<file path="src/rtl/pc_fetch_unit.sv">
// PC and instruction fetch stage for the 16-bit CPU.
// Issues imem word fetches and hands instructions to decode.
module pc_fetch_unit #(
  parameter int unsigned     ADDR_W   = 16,
  parameter logic [ADDR_W-1:0] RESET_PC = '0
) (
  input  logic              clk,
  input  logic              rst_n,
  input  logic              branch_valid,
  input  logic              branch_check,
  input  logic [ADDR_W-1:0] branch_target,
  input  logic              stall,
  output logic              imem_req,
  output logic [ADDR_W-1:0] imem_addr,
  input  logic              imem_ack,
  input  logic [15:0]       imem_rdata,
  output logic [15:0]       instr,
  output logic [ADDR_W-1:0] instr_pc,
  output logic              instr_valid,
  input  logic              instr_ready
);

  typedef enum logic [1:0] {
    IDLE  = 2'd0,
    FETCH = 2'd1,
    HOLD  = 2'd2
  } state_e;

  state_e            state_q;
  logic [ADDR_W-1:0] pc_q;
  logic              squash_q;
  logic              req_q;
  logic [ADDR_W-1:0] addr_q;
  logic [15:0]       instr_q;
  logic [ADDR_W-1:0] ipc_q;
  logic              vld_q;

  logic              redirect;
  logic              xfer;
  logic [ADDR_W-1:0] addr_inc;

  assign redirect = branch_valid & branch_check;
  assign xfer     = vld_q & instr_ready;
  assign addr_inc = addr_q + 1'b1;

  // Fetch FSM; every output is a register updated here.
  always_ff @(posedge clk or negedge rst_n) begin
    if (!rst_n) begin
      state_q  <= IDLE;
      pc_q     <= RESET_PC;
      squash_q <= 1'b0;
      req_q    <= 1'b0;
      addr_q   <= RESET_PC;
      instr_q  <= '0;
      ipc_q    <= '0;
      vld_q    <= 1'b0;
    end else begin
      unique case (state_q)
        IDLE: begin
          if (redirect) begin
            pc_q <= branch_target;
          end else if (!stall) begin
            req_q   <= 1'b1;
            addr_q  <= pc_q;
            state_q <= FETCH;
          end
        end
        FETCH: begin
          if (imem_ack) begin
            req_q <= 1'b0;
            if (redirect) begin
              // new target beats both live and stale data
              pc_q     <= branch_target;
              squash_q <= 1'b0;
              state_q  <= IDLE;
            end else if (squash_q) begin
              // pc already holds the redirect target
              squash_q <= 1'b0;
              state_q  <= IDLE;
            end else begin
              instr_q <= imem_rdata;
              ipc_q   <= addr_q;
              vld_q   <= 1'b1;
              pc_q    <= addr_inc;
              state_q <= HOLD;
            end
          end else if (redirect) begin
            // keep the request alive; drop its data later
            squash_q <= 1'b1;
            pc_q     <= branch_target;
          end
        end
        HOLD: begin
          if (redirect) begin
            vld_q   <= 1'b0;
            pc_q    <= branch_target;
            state_q <= IDLE;
          end else if (xfer) begin
            vld_q <= 1'b0;
            if (stall) begin
              state_q <= IDLE;
            end else begin
              req_q   <= 1'b1;
              addr_q  <= pc_q;
              state_q <= FETCH;
            end
          end
        end
        default: begin
          state_q <= IDLE;
          req_q   <= 1'b0;
          vld_q   <= 1'b0;
        end
      endcase
    end
  end

  assign imem_req    = req_q;
  assign imem_addr   = addr_q;
  assign instr       = instr_q;
  assign instr_pc    = ipc_q;
  assign instr_valid = vld_q;

  // Memory may only answer an outstanding request.
  ack_needs_req: assert property (
    @(posedge clk) disable iff (!rst_n)
    imem_ack |-> imem_req
  );

endmodule

</file>
<file path="config.mk">
export PLATFORM = sky130hd
export DESIGN_NAME = pc_fetch_unit
export DESIGN_NICKNAME = d
export VERILOG_FILES = /design/src/rtl/pc_fetch_unit.sv
export SDC_FILE = /design/constraint.sdc
export NUM_CORES = 1
export LEC_CHECK = 0
export BUFFER_PORTS_ARGS = -buffer_cell sky130_fd_sc_hd__clkbuf_2
export CAP_MARGIN = 20
export CORE_ASPECT_RATIO = 0.8
export CORE_MARGIN = 2
export CORE_UTILIZATION = 51
export CTS_BUF_LIST = sky130_fd_sc_hd__clkbuf_8 sky130_fd_sc_hd__clkbuf_16
export CTS_CLUSTER_DIAMETER = 30
export DETAILED_ROUTE_END_ITERATION = 8
export GPL_ROUTABILITY_DRIVEN = 0
export GPL_TIMING_DRIVEN = 0
export PLACE_DENSITY_LB_ADDON = 0.1
export SKIP_CTS_REPAIR_TIMING = 1
export SLEW_MARGIN = 40
export SYNTH_ARGS = -nofsm -noshare
export SYNTH_HDL_FRONTEND = slang
export SYNTH_SLANG_ARGS = --single-unit
export TNS_END_PERCENT = 30
</file>
<file path="constraint.sdc">
create_clock -name clk -period 2.2 [get_ports clk]
set_input_delay 0.11 -clock clk [delete_from_list [all_inputs] [get_ports clk]]
set_output_delay 0.11 -clock clk [all_outputs]
set_load 0.03 [all_outputs]
</file>
**Yosys cells after proc, flatten, opt, wreduce, memory -nomap -nowiden**

Index checks and enable logic that the tools add are counted.

- Register bits after elaboration: 69
- Input port bits: 39
- Word-level logic and storage cells: 70

- $add $sub $neg: 1
- Equality and inequality tests: 11
- Multiplexer cells: 33
- Bitwise logic cells: 5
- Reductions and logical operators: 12

Operator list:

| operator | number |
|---|---|
| $mux W16 | 8 |
| $pmux W16 S2 | 2 |
| $add A16 B1 Y16 const B | 1 |
| $reduce_and A4 Y1 | 4 |
| $mux W2 | 7 |
| $ne A2 B2 Y1 const B | 7 |
| $mux W1 | 13 |
| $pmux W1 S3 | 2 |
| $pmux W2 S3 | 1 |
| $reduce_bool A2 Y1 | 3 |
| $reduce_and A5 Y1 | 1 |
| $ne A4 B4 Y1 const B | 1 |
| $reduce_and A2 Y1 | 2 |
| $ne A3 B3 Y1 const B | 1 |
| $not A1 Y1 | 3 |
| $and A1 B1 Y1 | 2 |
| $eq A2 B1 Y1 const B | 1 |
| $eq A2 B2 Y1 const B | 1 |
| $logic_not A2 Y1 | 1 |
| $reduce_or A2 Y1 | 1 |

**Longest topological paths before layout**

- Depth after elaboration: 5
- Mapped depth: 6
- Mapped depth without buffers: 5

**Worst setup path before layout**

Ideal clock, no wire load.

- Path type: register to register
- From: register addr_q[0] (netlist: imem_addr[0])
- To: register pc_q[14]
- Setup time: 0.127 ns
- Arrival: 1.534 ns
- Data required time: 2.073 ns
- Slack: 0.539 ns
- Cell stages (with the launch flop): 6
- Buffers on the path: 0
- Period minus slack after synthesis: 1.661 ns
- Cells stage by stage: dfrtp_1 ha_1 nand3_1 nor4_1 xnor2_1 o21ai_1

- Word-level cells in the longest chain between the ends: 5

Ends and longest elaborated chain:

| what | RTL line | text |
|---|---|---|
| start, declared | 33 | `logic [ADDR_W-1:0] addr_q;` |
| start signal, assigned | 64 | `addr_q <= pc_q;` |
| start signal, assigned | 104 | `addr_q <= pc_q;` |
| $add A16 B1 Y16 | 44 | `assign addr_inc = addr_q + 1'b1;` |
| $mux W16 | 76 | `end else if (squash_q) begin` |
| $mux W16 | 71 | `if (redirect) begin` |
| $mux W16 | 69 | `if (imem_ack) begin` |
| $pmux W16 S2 | 58 | `unique case (state_q)` |
| end signal, assigned | 61 | `pc_q <= branch_target;` |
| end signal, assigned | 73 | `pc_q <= branch_target;` |
| end signal, assigned | 84 | `pc_q <= addr_inc;` |
| end, declared | 30 | `logic [ADDR_W-1:0] pc_q;` |

No other way between the ends. The select of a mux whose other input is x is not followed.
A chain may end at the register's enable or synchronous reset.

**Final worst setup path**

- From: register state_q[1]
- To: register addr_q[9] (netlist: imem_addr[9])

- Word-level cells in the longest chain between the ends: 3
- Elaborated cells between the ends (all ways): 8
- Those cells by class: 4 x eq/ne; 1 x mux; 3 x reduce/logical

Ends and longest elaborated chain:

| what | RTL line | text |
|---|---|---|
| start, declared | 29 | `state_e state_q;` |
| start signal, assigned | 49 | `state_q <= IDLE;` |
| start signal, assigned | 65 | `state_q <= FETCH;` |
| start signal, assigned | 75 | `state_q <= IDLE;` |
| $eq A2 B2 Y1 or $logic_not A2 Y1 (tied branches) | 58 |  |
| $ne A2 B2 Y1 (no source line) or $reduce_bool A2 Y1 (tied branches) | -- |  |
| $reduce_and A4 Y1 (no source line) | -- |  |

Several ways; a longest one is shown, not always the timed one.

==> flow_summary.json <==
{
  "reg2reg_slack_ns": 0.40,
  "drv_cap": 0,
  "vias": 2608,
  "wl_per_cell_um": 14.7,
  "io_buffers": 88,
  "die_w_um": 89.8,
  "synth_top_area_cell": "dfrtp_1",
  "skew_ns": 0.00858,
  "slew_headroom": 0.627,
  "drtAntennaViolNets": 0,
  "syn_nets": 342,
  "dieArea_um2": 6520,
  "pre_cts_ws_ns": 0.438,
  "grt_max_degree": 70,
  "synth.avg_cell_area_um2": 9.95,
  "std_cell_rows": 24,
  "place_hpwl_um": 4880,
  "grt_pass1_vias": 2409,
  "static-leakage-power_nw": 1.96,
  "hold_viol": 2,
  "finalWorstSetupSlack_ns": 0.402,
  "combPwrFrac": 0.429,
  "min_period_ns": 1.80,
  "path_class": "reg -> reg",
  "internal-power_w": 0.00324,
  "grt_pass1_wl_um": 11600,
  "yosysWarnings": 0,
  "yosysSeqAreaShare": 0.575,
  "start_util": 0.541,
  "routed_wl_um": 7360,
  "syn_to_final_growth_pct": 30.4,
  "hold-path-cell-count": 3,
  "die_h_um": 72.6,
  "clockPowerShare": 0.172,
  "start_kind": "flop",
  "grt.total_usage": 0.229,
  "rsz0062_at_grt": "false",
  "antenna_found_initial": 0,
  "ios": 89,
  "htreeDepth": 3,
  "clkLatencyLatePin_ns": 0.35,
  "worstPathArrival_ns": 2.04,
  "vias_per_cell": 5.21,
  "ys_seq_elements": 69,
  "nets": 458,
  "route.detailed.drc": 0,
  "synthCells": 302,
  "firstDrtPassIters": 4,
  "hold_end": "pc_q[6]$_DFFE_PN0P_",
  "seq_power_share": 0.399,
  "synth_cell_types": 39,
  "cp.required_ns": 2.44,
  "cts.sinks": 69,
  "cts_made_buffers": 9,
  "cts_buffer_depth": 2,
  "post-route-period-util": 0.817,
  "drive_gt1_frac": 0.312,
  "max_freq_mhz": 556,
  "r2r_start": "state_q[1]$_DFFE_PN0P_",
  "root_buffer": "clkbuf_8",
  "failed_checks": "hold timing",
  "grt_overflow_total": 0,
  "diodes": 0,
  "synth_top_area_frac": 0.575,
  "finalMaxSlewViolations": 0,
  "tightestPinTransition_ns": 0.559,
  "drt_iter0_drc": 126,
  "clkTransAtPathRegs_ns": 0.07,
  "hold_path.class": "in -> reg",
  "setup_viol": 0,
  "ys.flop_type": "dfrtp_1",
  "setup_tns_ns": 0,
  "crit_fanout": 10,
  "synthTopCellsByCount": "104 x nand2_1, 69 x dfrtp_1, 13 x mux2_2",
  "ir_worst_vdd_v": 0.000800,
  "yosysMostFrequentCell": "nand2_1",
  "async_reset_ff_frac": 1.00,
  "crit_path_end_kind": "flop",
  "p_sw_w": 0.00262,
  "fillers": 457,
  "synth_area_leaders": "dfrtp_1 57%, nand2_1 13%, mux2_2 4.9%, xnor2_1 3.5%, a22oi_1 2.0%",
  "synth-edff-count": 0,
  "fp.coreArea_um2": 5560,
  "r2r_cells": 4,
  "p_sw_frac": 0.447,
  "outcome": "finished, violations left",
  "cts_tree": "built",
  "power_density_nw_per_um2": 1500,
  "hold_ws_ns": -0.00469,
  "timing.rr.end": "imem_addr[9]$_DFFE_PN0P_",
  "min_from": "branch_target[6]",
  "netlist_area_um2": 3000
}
==> cell type report <==
class                           count  area, um2  share of cell area
Sequential cell                    69       1730               0.441
Multi-Input combinational cell    218       1190               0.303
Timing Repair Buffer              105        619               0.158
Clock buffer                       10        138              0.0351
Tap cell                           78       97.6              0.0249
Buffer                             12       82.6              0.0211
Clock inverter                      6       55.1              0.0141
Inverter                            3       11.3             0.00287
==> routing by layer <==
| layer | wire length, um | vias up | track usage |
|---|---|---|---|
| li1 | - | 1261 | - |
| met1 | 3320 | 1264 | 0.303 |
| met2 | 3550 | 72 | 0.377 |
| met3 | 354 | 11 | 0.0733 |
| met4 | 136 | 0 | 0.0564 |
| met5 | 0 | - | 0 |
==> power by group through the flow <==
stage	logic [W]	registers, W	clock network [W]
after floorplan	0.000924	0.00312	0
after global placement	0.00244	0.00232	0
after detailed placement	0.00250	0.00235	0
after CTS	0.00251	0.00233	0.00102
after global routing	0.00272	0.00243	0.00108
final	0.00252	0.00234	0.00101
==> cells in the final DEF, fill, tap and decap left out, types with 6 or more instances in the layout <==
cell / synthesis / layout
clkbuf_2: 0 / 87
dlygate4sd3_1: 0 / 17
nand2_1: 104 / 104
a21oi_1: 10 / 9
xnor2_1: 12 / 12
dfrtp_1: 69 / 69
o21ai_0: 11 / 11
o21ai_1: 7 / 7
a22oi_1: 8 / 8
clkbuf_8: 0 / 11
buf_2: 6 / 6
nor2_1: 9 / 9
mux2_2: 13 / 13
==> worst max-delay path by stage <==
stage / startpoint / end / slack, ns / depth (start not counted)
after CTS: state_q[1]$_DFFE_PN0P_ / imem_addr[3]$_DFFE_PN0P_ / 0.41 / 4
after global routing: imem_addr[0]$_DFFE_PN0P_ / pc_q[14]$_DFFE_PN0P_ / 0.24 / 5
after floorplan: imem_addr[0]$_DFFE_PN0P_ / pc_q[14]$_DFFE_PN0P_ / 0.54 / 5
after global placement: state_q[1]$_DFFE_PN0P_ / imem_addr[6]$_DFFE_PN0P_ / 0.43 / 4
after detailed placement: state_q[1]$_DFFE_PN0P_ / imem_addr[9]$_DFFE_PN0P_ / 0.44 / 4
final: state_q[1]$_DFFE_PN0P_ / imem_addr[9]$_DFFE_PN0P_ / 0.40 / 4
==> flip-flops by register name, summed over array words and instances (netlist names) <==
signal       cells
imem_addr       16
imem_req         1
instr           16
instr_pc        16
instr_valid      1
pc_q            16
squash_q         1
state_q          2
==> per-stage QoR <==
step	cells	instance area (um2)	total power, W	utilization
6_report	501	3920	0.00586	0.705
5_1_grt	501	3920	0.00623	0.705
4_1_cts	484	3740	0.00585	0.674
3_5_place_dp	468	3550	0.00484	0.639
3_3_place_gp	468	3540	0.00476	0.638
2_1_floorplan	302	3000	0.00404	-
==> critical path, stage by stage, from the launching register on <==
cell      delay [ns]
dfrtp_1         0.47
a21boi_1        0.20
nor4_1          0.29
buf_2           0.36
mux2_2          0.37
==> kinds of logic (layout without fill, tap and decap cells) <==
| family | after synthesis | count (layout) | synth area share |
|---|---|---|---|
| multiplexers | 13 | 13 | 0.0487 |
| AND/OR/NAND/NOR | 141 | 141 | 0.202 |
| XOR/XNOR | 13 | 13 | 0.0379 |
| buffers and inverters | 15 | 136 | 0.0312 |
| adder cells (fa/ha/maj) | 1 | 1 | 0.00416 |
| AO/OA/AOI/OAI | 50 | 50 | 0.101 |
| flip-flops | 69 | 69 | 0.575 |
No activity file was read; power rests on OpenSTA's default activity.
